===== src/rtl/uart_pkg.sv =====
// rtl/uart_pkg.sv - shared constants, entry type and log2 helper for the UART receive path
package uart_pkg;

  localparam int UART_DATA_WIDTH = 8;

  typedef struct packed {
    logic                       err;
    logic [UART_DATA_WIDTH-1:0] data;
  } uart_entry_t;

  // Ceiling log2, usable in constant expressions for pointer widths.
  function automatic int log2(input int value);
    int r;
    r = 0;
    for (int i = 0; i < 31; i++) begin
      if ((1 << i) < value) r = i + 1;
    end
    return r;
  endfunction

endpackage


===== src/rtl/uart_fifo_mem.sv =====
// rtl/uart_fifo_mem.sv - register array with one synchronous write port and one asynchronous read port
module uart_fifo_mem
  import uart_pkg::*;
#(
  parameter int W     = UART_DATA_WIDTH,
  parameter int DEPTH = 16,
  localparam int AW   = log2(DEPTH)
) (
  input  logic          clk_i,
  input  logic          we_i,
  input  logic [AW-1:0] waddr_i,
  input  logic [W-1:0]  wdata_i,
  input  logic [AW-1:0] raddr_i,
  output logic [W-1:0]  rdata_o
);

  // Contents are deliberately not reset; the pointers decide what is valid.
  logic [W-1:0] mem_q [DEPTH];

  always_ff @(posedge clk_i) begin
    if (we_i) mem_q[waddr_i] <= wdata_i;
  end

  assign rdata_o = mem_q[raddr_i];

endmodule


===== src/rtl/uart_rx_fifo.sv =====
// rtl/uart_rx_fifo.sv - receive FIFO behind the UART receiver; UART_RX_FIFO_ERR_EN stores the parity error flag
module uart_rx_fifo
  import uart_pkg::*;
#(
  parameter int DATA_WIDTH = UART_DATA_WIDTH,
  parameter int DEPTH      = 16,
  localparam int AW        = log2(DEPTH)
) (
  input  logic                  clk,
  input  logic                  arstn,
  input  logic                  rx_done,
  input  logic [DATA_WIDTH-1:0] rx_data,
  input  logic                  rx_error,
  output logic                  m_valid,
  input  logic                  m_ready,
  output logic [DATA_WIDTH-1:0] m_data,
  output logic                  m_error,
  output logic [AW:0]           level,
  output logic                  full,
  output logic                  empty,
  output logic                  overflow,
  input  logic                  ovf_clr
);

`ifdef UART_RX_FIFO_ERR_EN
  localparam int EW = DATA_WIDTH + 1;
`else
  localparam int EW = DATA_WIDTH;
`endif

  localparam logic [AW:0] DEPTH_L = (AW + 1)'(DEPTH);

  logic [AW:0]   wr_ptr_q, wr_ptr_d;
  logic [AW:0]   rd_ptr_q, rd_ptr_d;
  logic          ovf_q, ovf_d;
  logic          push, pop, drop;
  logic [EW-1:0] wdata, rdata;

  assign level = wr_ptr_q - rd_ptr_q;
  assign full  = (level == DEPTH_L);
  assign empty = (level == '0);

  // A pop frees the slot a same-cycle push needs, so full only blocks an unpaired push.
  assign pop  = ~empty & m_ready;
  assign push = rx_done & (~full | pop);
  assign drop = rx_done & full & ~pop;

  always_comb begin
    wr_ptr_d = wr_ptr_q;
    rd_ptr_d = rd_ptr_q;
    ovf_d    = ovf_q & ~ovf_clr;
    if (push) wr_ptr_d = wr_ptr_q + 1'b1;
    if (pop)  rd_ptr_d = rd_ptr_q + 1'b1;
    if (drop) ovf_d = 1'b1;
  end

  always_ff @(posedge clk or negedge arstn) begin
    if (!arstn) begin
      wr_ptr_q <= '0;
      rd_ptr_q <= '0;
      ovf_q    <= 1'b0;
    end else begin
      wr_ptr_q <= wr_ptr_d;
      rd_ptr_q <= rd_ptr_d;
      ovf_q    <= ovf_d;
    end
  end

  uart_fifo_mem #(
    .W     (EW),
    .DEPTH (DEPTH)
  ) u_mem (
    .clk_i   (clk),
    .we_i    (push),
    .waddr_i (wr_ptr_q[AW-1:0]),
    .wdata_i (wdata),
    .raddr_i (rd_ptr_q[AW-1:0]),
    .rdata_o (rdata)
  );

  assign m_valid  = ~empty;
  assign overflow = ovf_q;

  // Outputs are masked while empty so stale memory never leaks onto the stream.
`ifdef UART_RX_FIFO_ERR_EN
  assign wdata   = {rx_error, rx_data};
  assign m_data  = empty ? '0 : rdata[DATA_WIDTH-1:0];
  assign m_error = ~empty & rdata[DATA_WIDTH];
`else
  logic unused_rx_error;
  assign unused_rx_error = rx_error;
  assign wdata   = rx_data;
  assign m_data  = empty ? '0 : rdata;
  assign m_error = 1'b0;
`endif

endmodule


===== config.mk =====
export PLATFORM = sky130hd
export DESIGN_NAME = uart_rx_fifo
export DESIGN_NICKNAME = d
export VERILOG_FILES = /design/src/rtl/uart_pkg.sv /design/src/rtl/uart_fifo_mem.sv /design/src/rtl/uart_rx_fifo.sv
export SDC_FILE = /design/constraint.sdc
export NUM_CORES = 1
export LEC_CHECK = 0
export BUFFER_PORTS_ARGS = -buffer_cell sky130_fd_sc_hd__clkbuf_2
export CORE_MARGIN = 2
export CORE_UTILIZATION = 40
export CTS_BUF_LIST = sky130_fd_sc_hd__clkbuf_8 sky130_fd_sc_hd__clkbuf_16
export DETAILED_ROUTE_END_ITERATION = 7
export PLACE_DENSITY = 0.59
export SLEW_MARGIN = 40
export SYNTH_ARGS = -nofsm -noshare
export SYNTH_HDL_FRONTEND = slang
export SYNTH_SLANG_ARGS = --single-unit
export TNS_END_PERCENT = 100

===== constraint.sdc =====
create_clock -name clk -period 3.4 [get_ports clk]
set_input_delay 0.51 -clock clk [delete_from_list [all_inputs] [get_ports clk]]
set_output_delay 0.51 -clock clk [all_outputs]
set_load 0.005 [all_outputs]

==> qor.yml <==
layout.core_utilization_pct: 48.47
leakagePower_nw: 2.487
final_nets: 403
die-area_sq_um: 15650
detailedRoute.firstIterationViolations: 240
postSynthCellCount: 316
power.switching_mw: 2.110
synth_flop_cell: "sky130_fd_sc_hd__edfxtp_1"
fin_crit_sh_pct: 97.61
critical_path.startpoint_type: "flip-flop"
p_sw_share_pct: 32.35
drcViolationCount: 0
io_buffer_count: 29
synthToLayoutAreaGrowth_pct: 19.22
fp.coreArea_sq_um: 14420
antenna_found_initial: 0
wl_um: 12350
avgSynthCellArea_sq_um: 18.56
clock_latency_ns: 0.41
fin_setup_tns_ns: 0
nFillCells: 1206
floorplan.die.height_um: 125.1
design.portCount: 32
post_drt_via_cell_ratio: 5.283
netlist_top_cells_area: "sky130_fd_sc_hd__edfxtp_1, sky130_fd_sc_hd__mux4_2, sky130_fd_sc_hd__dfrtp_1"
drt_first_pass_iters: 4
synth-seq-cells: 139
cts-root-to-sink-buffers: 2
clkSinkCount: 139
critical_path.max_fanout: 12
dp_hpwl_um: 7961
yosysTopAreaCellShare_pct: 65.54
report.final.hold_viol_count: 0
pin_slew_with_the_least_headroom_to_its_limit_ns: 0.7115
cts.reportedPaths.clkPinSlew_ns: 0.06
critPathKind: "reg -> out"
synth.yosys.seq_area_share_pct: 70.24
pd_cells_nw_per_um2: 932.6
place.gp.congestion: 0.7860
timing.slew.headroom_pct: 52.57
final-max-slew-violation-count: 0
synth_edf_count: 128
async_reset_ff_share_pct: 7.914
outcome: "complete, no violations"
placement.setup.worst_slack_ns: 0.4083
grt_max_degree: 36
clock_power_share_pct: 28.7
yosys_warnings: 0
post-synth-top-count-cell: "sky130_fd_sc_hd__edfxtp_1"
final_critical_path_required_period_ns: 3.319
clock_tree.htree_level_count: 4
synth.cell_area_sq_um: 5864
worst_slack_ns: 0.08133
tritoncts: "yes"
die_x_um: 125.1
row_count: 44
first_global_vias: 3206
routedWlPerCell_um: 21.47
remaining_antenna_violation_count: 0
cell_internal_pwr_mw: 4.411
cp_data_arrival_time_ns: 2.81
critical_path_required_ns: 2.89
cts.root.buffer_cell: "sky130_fd_sc_hd__clkbuf_16"
grt_first_pass_wirelength_um: 19150
maxCapViolCount: 0
tritoncts.num_buffers: 17
min_path_type: "in -> reg"
yosys-top-cells-count: "sky130_fd_sc_hd__edfxtp_1, sky130_fd_sc_hd__mux4_2, sky130_fd_sc_hd__nand2_1"
initial_core_utilization_pct: 40.66
number_of_unique_standard_cell_types_used_by_synthesis: 48
fin_worst_skew_ns: 0.005189
post-synth-top-area-cell: "sky130_fd_sc_hd__edfxtp_1"
pwr-share-seq_pct: 34.0
globalRouteTotalUtil_pct: 16.69
antenna_cells: 0
worst_setup_path_end_kind: "output port"
setup-violations-final: 0
dr_total_vias: 3038
final_layout_size_suffix_gt1_share_pct: 35.29
vdd_ir_drop_max_v: 0.0003721
combinationalPowerShare_pct: 37.3
synth_nets: 340
fmax_mhz: 301.3
grt_overflow: 0
critical path, stage by stage, from the launching register on:
cell and delay, ns:
sky130_fd_sc_hd__dfrtp_2 0.44, sky130_fd_sc_hd__inv_1 0.12, sky130_fd_sc_hd__ha_1 0.17, sky130_fd_sc_hd__inv_1 0.05
sky130_fd_sc_hd__fa_1 0.52, sky130_fd_sc_hd__nand3b_1 0.16, sky130_fd_sc_hd__a211o_1 0.19, sky130_fd_sc_hd__a22oi_4 0.08
sky130_fd_sc_hd__buf_12 0.16, sky130_fd_sc_hd__a211oi_1 0.32, sky130_fd_sc_hd__clkbuf_2 0.19
state kept, by name (all words and copies together) (netlist names):
signal / flops
rd_ptr_q: 5
overflow: 1
u_mem.mem_q: 128
wr_ptr_q: 5
power by group through the flow:
stage	clock network, mW	registers [mW]	logic (mW)
finish	1.87	2.22	2.43
global route	1.97	2.24	2.65
global placement	0	2.24	2.35
floorplan	0	2.19	1.67
CTS	1.90	2.22	2.42
detailed placement	0	2.25	2.38
cells by family after synthesis:
| logic type | synth area share, % |
|---|---|
| and+or+nand+nor | 5.867 |
| AOI/OAI and AO/OA | 2.987 |
| other | 0.06395 |
| buffers and inverters | 2.709 |
| DFF | 70.24 |
| xor gates and xnor gates | 1.771 |
| muxes | 14.10 |
| adders and majority gates | 2.262 |
layout by cell type (no fill, tap or decap), drive strengths merged, types with 6 or more instances in the layout:
cell type | netlist | routed
a211oi | 9 | 9
buf | 12 | 30
nand3 | 8 | 8
edfxtp | 128 | 128
ha | 9 | 9
nor3 | 7 | 7
nand2 | 22 | 22
inv | 12 | 13
clkbuf | 3 | 46
mux2i | 8 | 8
xnor2 | 6 | 6
nor2 | 12 | 12
mux4 | 32 | 32
dfrtp | 11 | 11
and3 | 8 | 8
clkinv | 1 | 9
stage by stage:
stage / area, sq um / hold slack (ns) / cells / power [mW]
finish: 6992 / 0.2816 / 575 / 6.520
CTS: 6973 / 0.2695 / 574 / 6.536
floorplan: 5864 / 0.2144 / 316 / 3.858
global placement: 6334 / 0.4105 / 540 / 4.586
global route: 6992 / 0.2816 / 575 / 6.863
detailed placement: 6334 / 0.4167 / 540 / 4.624
area by class of cell:
type / count / area, sq um / share of cell area (%)
Tap cell: 184 / 230.2 / 3.293
Inverter: 13 / 48.80 / 0.6979
Sequential cell: 139 / 4121 / 58.95
Clock inverter: 14 / 176.4 / 2.523
Timing Repair Buffer: 60 / 392.9 / 5.619
Clock buffer: 17 / 425.4 / 6.084
Multi-Input combinational cell: 148 / 1597 / 22.83
final timing paths:
path | from | endpoint | slack (ns) | cells past startpoint
min in group asynchronous | arstn | overflow$_DFF_PN0_ | 0.53 | 2
worst min register to register | rd_ptr_q[4]$_DFFE_PN0P_ | rd_ptr_q[4]$_DFFE_PN0P_ | 0.49 | 1
worst min-delay path | ovf_clr | overflow$_DFF_PN0_ | 0.28 | 2
worst max-delay path | wr_ptr_q[0]$_DFFE_PN0P_ | m_data[2] | 0.08 | 10
max in group asynchronous | arstn | rd_ptr_q[0]$_DFFE_PN0P_ | 2.61 | 2
worst max register to register | wr_ptr_q[0]$_DFFE_PN0P_ | u_mem.mem_q[2][3]$_DFFE_PP_ | 0.46 | 11
what timing repair did:
| item | in CTS | in global routing |
|---|---|---|
| setup buffers | 2 | 1 |
| resized for setup | 0 | 3 |
| pin swaps | 1 | 1 |
| endpoints found under the hold margin | 11 | 0 |
| hold buffers | 1 | 0 |
| endpoints found under the setup margin | 5 | 8 |
routing by layer:
metal	global-route usage, %	vias up	part of all wire, %
met2	26.76	71	50
li1	-	1367	-
met4	6.405	0	1.3
met5	0	-	0
met3	4.065	14	3.7
met1	22.24	1586	45
Power figures use the tool's default switching activity.
